[config.mk]
export PLATFORM = sky130hd
export DESIGN_NAME = rca16_host
export DESIGN_NICKNAME = d
export VERILOG_FILES = /design/src/rtl/rca16_bus_pkg.sv /design/src/rtl/rca16_host.sv
export SDC_FILE = /design/constraint.sdc
export NUM_CORES = 1
export LEC_CHECK = 0
export CORE_MARGIN = 5
export CORE_UTILIZATION = 35
export CTS_CLUSTER_DIAMETER = 150
export DETAILED_ROUTE_END_ITERATION = 8
export PLACE_DENSITY_LB_ADDON = 0.2
export SYNTH_ARGS = -nofsm -noshare
export SYNTH_HDL_FRONTEND = slang
export SYNTH_SLANG_ARGS = --single-unit
[constraint.sdc]
create_clock -name CLK -period 4.55 [get_ports CLK]
set_clock_uncertainty 0.1 [all_clocks]
set_input_delay 0.91 -clock CLK [delete_from_list [all_inputs] [get_ports CLK]]
set_output_delay 0.91 -clock CLK [all_outputs]
set_load 0.005 [all_outputs]
[src/rtl/rca16_bus_pkg.sv]
// Shared definitions for the rca16 host: FSM encoding, adder register map,
// latency constant and the write-byte selector.
package rca16_bus_pkg;

  typedef enum logic [2:0] {
    ST_IDLE   = 3'd0,
    ST_WR     = 3'd1,
    ST_SETTLE = 3'd2,
    ST_RD     = 3'd3,
    ST_CAP    = 3'd4,
    ST_RSP    = 3'd5
  } state_t;

  // Write-side register map
  localparam logic [7:0] A_LO   = 8'd0;
  localparam logic [7:0] A_HI   = 8'd1;
  localparam logic [7:0] B_LO   = 8'd2;
  localparam logic [7:0] B_HI   = 8'd3;
  localparam logic [7:0] CIN    = 8'd4;
  // Read-side register map
  localparam logic [7:0] SUM_LO = 8'd0;
  localparam logic [7:0] SUM_HI = 8'd1;
  localparam logic [7:0] COUT   = 8'd2;

  // Accept edge to rsp_valid, excluding the settle gap
  localparam int BASE_LATENCY = 9;

  function automatic logic [7:0] wr_byte(input logic [15:0] a,
                                         input logic [15:0] b,
                                         input logic        cin,
                                         input logic [2:0]  idx);
    logic [7:0] v;
    v = 8'd0;
    case (idx)
      3'd0:    v = a[7:0];
      3'd1:    v = a[15:8];
      3'd2:    v = b[7:0];
      3'd3:    v = b[15:8];
      3'd4:    v = {7'd0, cin};
      default: v = 8'd0;
    endcase
    return v;
  endfunction

endpackage

[src/rtl/rca16_host.sv]
// Request/response front end that drives a byte-wide register bus to a
// 16-bit ripple-carry adder wrapper: write operands, settle, read result.
module rca16_host
  import rca16_bus_pkg::*;
#(
  parameter logic [7:0] ADDR_IDLE     = 8'hFF,
  parameter int         SETTLE_CYCLES = 1
) (
  input  logic        CLK,
  input  logic        RST,
  input  logic        req_valid,
  output logic        req_ready,
  input  logic [15:0] req_a,
  input  logic [15:0] req_b,
  input  logic        req_cin,
  output logic        rsp_valid,
  input  logic        rsp_ready,
  output logic [15:0] rsp_sum,
  output logic        rsp_cout,
  output logic        rsp_err,
  output logic [7:0]  BUS_DIN,
  output logic [7:0]  BUS_ADDR,
  output logic        BUS_RDWR,
  input  logic [7:0]  BUS_DOUT,
  output logic [2:0]  o_dbg_state
);

  localparam logic [2:0] SETTLE_LAST = 3'(SETTLE_CYCLES);

  state_t      r_state;
  logic [2:0]  r_idx;
  logic [2:0]  r_settle;
  logic [15:0] r_a;
  logic [15:0] r_b;
  logic        r_cin;
  logic [7:0]  r_byte0;
  logic [7:0]  r_byte1;
  logic        r_rsp_valid;
  logic [15:0] r_rsp_sum;
  logic        r_rsp_cout;
  logic        r_rsp_err;
  logic [7:0]  r_bus_din;
  logic [7:0]  r_bus_addr;
  logic        r_bus_rdwr;
  logic [2:0]  w_idx_next;

  assign w_idx_next = r_idx + 3'd1;

  // Handshakes: a transfer happens on a rising edge where valid and ready are
  // both 1; valid and payload stay stable until then. req_ready is a pure
  // function of the state register, never of rsp_ready.
  assign req_ready   = (r_state == ST_IDLE);
  assign rsp_valid   = r_rsp_valid;
  assign rsp_sum     = r_rsp_sum;
  assign rsp_cout    = r_rsp_cout;
  assign rsp_err     = r_rsp_err;
  assign BUS_DIN     = r_bus_din;
  assign BUS_ADDR    = r_bus_addr;
  assign BUS_RDWR    = r_bus_rdwr;
  assign o_dbg_state = r_state;

  always_ff @(posedge CLK) begin
    if (RST) begin
      r_state     <= ST_IDLE;
      r_idx       <= 3'd0;
      r_settle    <= 3'd0;
      r_a         <= 16'd0;
      r_b         <= 16'd0;
      r_cin       <= 1'b0;
      r_byte0     <= 8'd0;
      r_byte1     <= 8'd0;
      r_rsp_valid <= 1'b0;
      r_rsp_sum   <= 16'd0;
      r_rsp_cout  <= 1'b0;
      r_rsp_err   <= 1'b0;
      r_bus_din   <= 8'd0;
      r_bus_addr  <= ADDR_IDLE;
      r_bus_rdwr  <= 1'b0;
    end else begin
      unique case (r_state)
        ST_IDLE: begin
          if (req_valid) begin
            r_a        <= req_a;
            r_b        <= req_b;
            r_cin      <= req_cin;
            r_idx      <= 3'd0;
            r_state    <= ST_WR;
            r_bus_rdwr <= 1'b1;
            r_bus_addr <= A_LO;
            r_bus_din  <= req_a[7:0];
          end
        end
        ST_WR: begin
          if (r_idx == 3'd4) begin
            r_state    <= ST_SETTLE;
            r_settle   <= 3'd1;
            r_bus_rdwr <= 1'b0;
            r_bus_addr <= ADDR_IDLE;
            r_bus_din  <= 8'd0;
          end else begin
            r_idx      <= w_idx_next;
            r_bus_addr <= {5'd0, w_idx_next};
            r_bus_din  <= wr_byte(r_a, r_b, r_cin, w_idx_next);
          end
        end
        ST_SETTLE: begin
          if (r_settle == SETTLE_LAST) begin
            r_state    <= ST_RD;
            r_idx      <= 3'd0;
            r_bus_addr <= SUM_LO;
          end else begin
            r_settle <= r_settle + 3'd1;
          end
        end
        ST_RD: begin
          // Read data lags its address by one cycle, so byte n lands while n+1 is driven
          if (r_idx == 3'd1) r_byte0 <= BUS_DOUT;
          if (r_idx == 3'd2) begin
            r_byte1    <= BUS_DOUT;
            r_state    <= ST_CAP;
            r_bus_addr <= ADDR_IDLE;
          end else begin
            r_idx      <= w_idx_next;
            r_bus_addr <= {5'd0, w_idx_next};
          end
        end
        ST_CAP: begin
          r_rsp_sum   <= {r_byte1, r_byte0};
          r_rsp_cout  <= BUS_DOUT[0];
          r_rsp_err   <= |BUS_DOUT[7:1];
          r_rsp_valid <= 1'b1;
          r_state     <= ST_RSP;
        end
        ST_RSP: begin
          if (rsp_ready) begin
            r_rsp_valid <= 1'b0;
            r_state     <= ST_IDLE;
          end
        end
        default: begin
          r_state     <= ST_IDLE;
          r_rsp_valid <= 1'b0;
          r_bus_rdwr  <= 1'b0;
          r_bus_addr  <= ADDR_IDLE;
          r_bus_din   <= 8'd0;
        end
      endcase
    end
  end

endmodule

==> metrics.cfg <==
[status]
status = finished clean

[clocking]
clk_pin_slew_ns = 0.07
cts_resized = 0
clockBufferDepth = 2
cts_tree = yes
cts.sinks = 90
htree_levels = 3
hold_buffers = 0
clk_latency_ns = 0.34
cts_buffers = 9
root_buffer = clkbuf_16
cts_setup_buffers = 0

[hold_path]
holdCritPathClass = flop to flop

[sta]
post-route-period-util_pct = 68.74
fin_tns_setup_ns = 0
fin_ws_ns = 1.422
hold_viol_final = 0
finalSetupViolations = 0
rsz0062_at_grt = false
clock.fmax_mhz = 319.7
final-max-slew-violation-count = 0
slew_headroom_pct = 27.36
final.min_clock_period_ns = 3.128
worstMarginPinSlew_ns = 1.087

[grt]
grt_use_total_pct = 15.04
antenna_found_initial = 0
grt_pass1_vias = 3449
grt-ovfl-total = 0
grt_pass1_wl_mm = 17.36
grt_max_degree = 51

[logic_synthesis]
yosysSeqAreaShare_pct = 44.55
syn_inst = 489
avgSynthCellArea_um2 = 8.270
synthTopCellsByArea = dfxtp_1 (45%), nand2_1 (12%), a21oi_1 (8.4%)
synth_nets = 541
yosysTopAreaCellShare_pct = 44.55
yosys_warnings = 0
synth_top_area_cell = dfxtp_1
synthFlopType = dfxtp_1
ys_types = 51
synth_seq_cells = 90
async_flop_share_pct = 0
syn_area_um2 = 4044
synth-edff-count = 0

[layout]
final_nets = 599
final_cell_mix = nand2_1 (129), dfxtp_1 (90), clkdlybuf4s50_1 (83)
area_delta_synth_final_pct = 26.64
fin_util_pct = 45.04
drive_gt1_share_pct = 5.435
layout_commonest_cell = nand2_1
diodes = 0

[power_and_ir_drop]
peakVddDrop_mv = 0.1687
leakage_nw = 1.890
power-per-cell-area_nw_per_um2 = 349.7
power.total_mw = 1.791

[critical_path]
crit_type = flop to output port
cp_max_fo = 32
cp.arrival_ns = 2.12
crit_path_cell_trace = nor3_1, clkdlybuf4s50_1
cp_slowest_stage_delay_ns = 1.01
slowest_stage = dfxtp_1
path_delay_family = flip-flops
cp.required_ns = 3.54
cp-end-kind = output port
cp_num_buf_inv = 1
critPathLaunchType = flop

[floorplanning]
die_h_um = 117.5
core-area_um2 = 11370
die_x_um = 117.5
ios = 85
die_area_um2 = 13800
row_count = 39
start_util_pct = 35.57

[placed_design]
pre_cts_slack_ns = 1.788
io_buffers = 84
post-dp-hpwl_mm = 7.295
globalplace.congestion = 0.8219

[route]
post_drt_wl_per_cell_um = 15.24
num_vias = 3620
drt-initial-drc-count = 305
viasPerCell = 5.209
drt_first_pass_iters = 5
drtAntennaViolNets = 0
drc = 0
routed_wl_mm = 10.59

[job]
maxCapViolations = 0

==> routing by layer <==
metal	GRT usage, %	wire length [µm]
met1	21.33	5125
met2	22.21	4746
met3	3.652	579
met4	5.376	142
met5	0	0
==> cells by family (layout without fill, tap and decap cells) <==
group | Yosys count | in the layout | synth area share (%)
XOR/XNOR | 1 | 1 | 0.2166
multiplexers | 16 | 16 | 3.960
AND/OR/NAND/NOR | 192 | 192 | 21.38
adder cells (fa/ha/maj) | 7 | 7 | 2.166
buffers and inverters | 48 | 111 | 7.209
AO/OA/AOI/OAI | 135 | 135 | 20.51
flip-flops | 90 | 90 | 44.55
==> where the power goes <==
group	total (mW)	switching [mW]	internal (mW)
clock	0.763	0.333	0.430
combinational	0.187	0.0928	0.0942
sequential	0.841	0.0254	0.816
total	1.79	0.451	1.34
==> final cells by class <==
| type | count | area, µm² |
|---|---|---|
| fill | 1158 | 6248 |
| multi-input combinational | 351 | 1951 |
| sequential | 90 | 1802 |
| timing repair buffer | 87 | 858.3 |
| clock buffer | 9 | 225.2 |
| tap | 143 | 178.9 |
| clock inverter | 7 | 76.32 |
| inverter | 8 | 30.03 |
==> through the flow <==
stage               std cells  hold WS, ns  area (µm²)
global route              695       0.3738        5121
detailed placement        679       0.3477        4820
floorplan                 489       0.3288        4044
finish                    695       0.3543        5121
global placement          679       0.3425        4820
CTS                       695       0.3557        5121
==> sequential cells by signal, indices dropped and copies added (netlist names) <==
name,count
r_byte1,8
o_dbg_state,3
rsp_err,1
rsp_sum,16
r_settle,3
r_cin,1
r_idx,3
BUS_ADDR,4
r_b,16
r_a,16
BUS_DIN,8
rsp_valid,1
r_byte0,8
BUS_RDWR,1
rsp_cout,1
==> Yosys cell counts, drive strengths merged, types with 7 or more instances <==
library cell	n
a222oi	7
dfxtp	90
a211oi	9
inv	8
nand2b	7
a21oi	68
mux2i	16
o21ai	16
nand2	129
nor2	26
buf	22
a22oi	18
clkbuf	18
ha	7
==> worst register-to-register path: cells and delay by family, from the launching register on <==
family	cells	cell delay, ns
and+or+nand+nor	3	1.26
DFF	1	1.01
AOI/OAI and AO/OA	1	0.18
==> path summary, 6_finish.rpt <==
kind / from / end / slack (ns) / cells past startpoint
worst max-delay path: o_dbg_state[2] / req_ready / 1.42 / 2
worst max register to register: o_dbg_state[2] / r_a[12] / 1.92 / 4
worst min register to register: rsp_sum[7] / rsp_sum[7] / 0.35 / 2
worst min-delay path: rsp_sum[7] / rsp_sum[7] / 0.35 / 2
(Power assumes the default switching activity.)
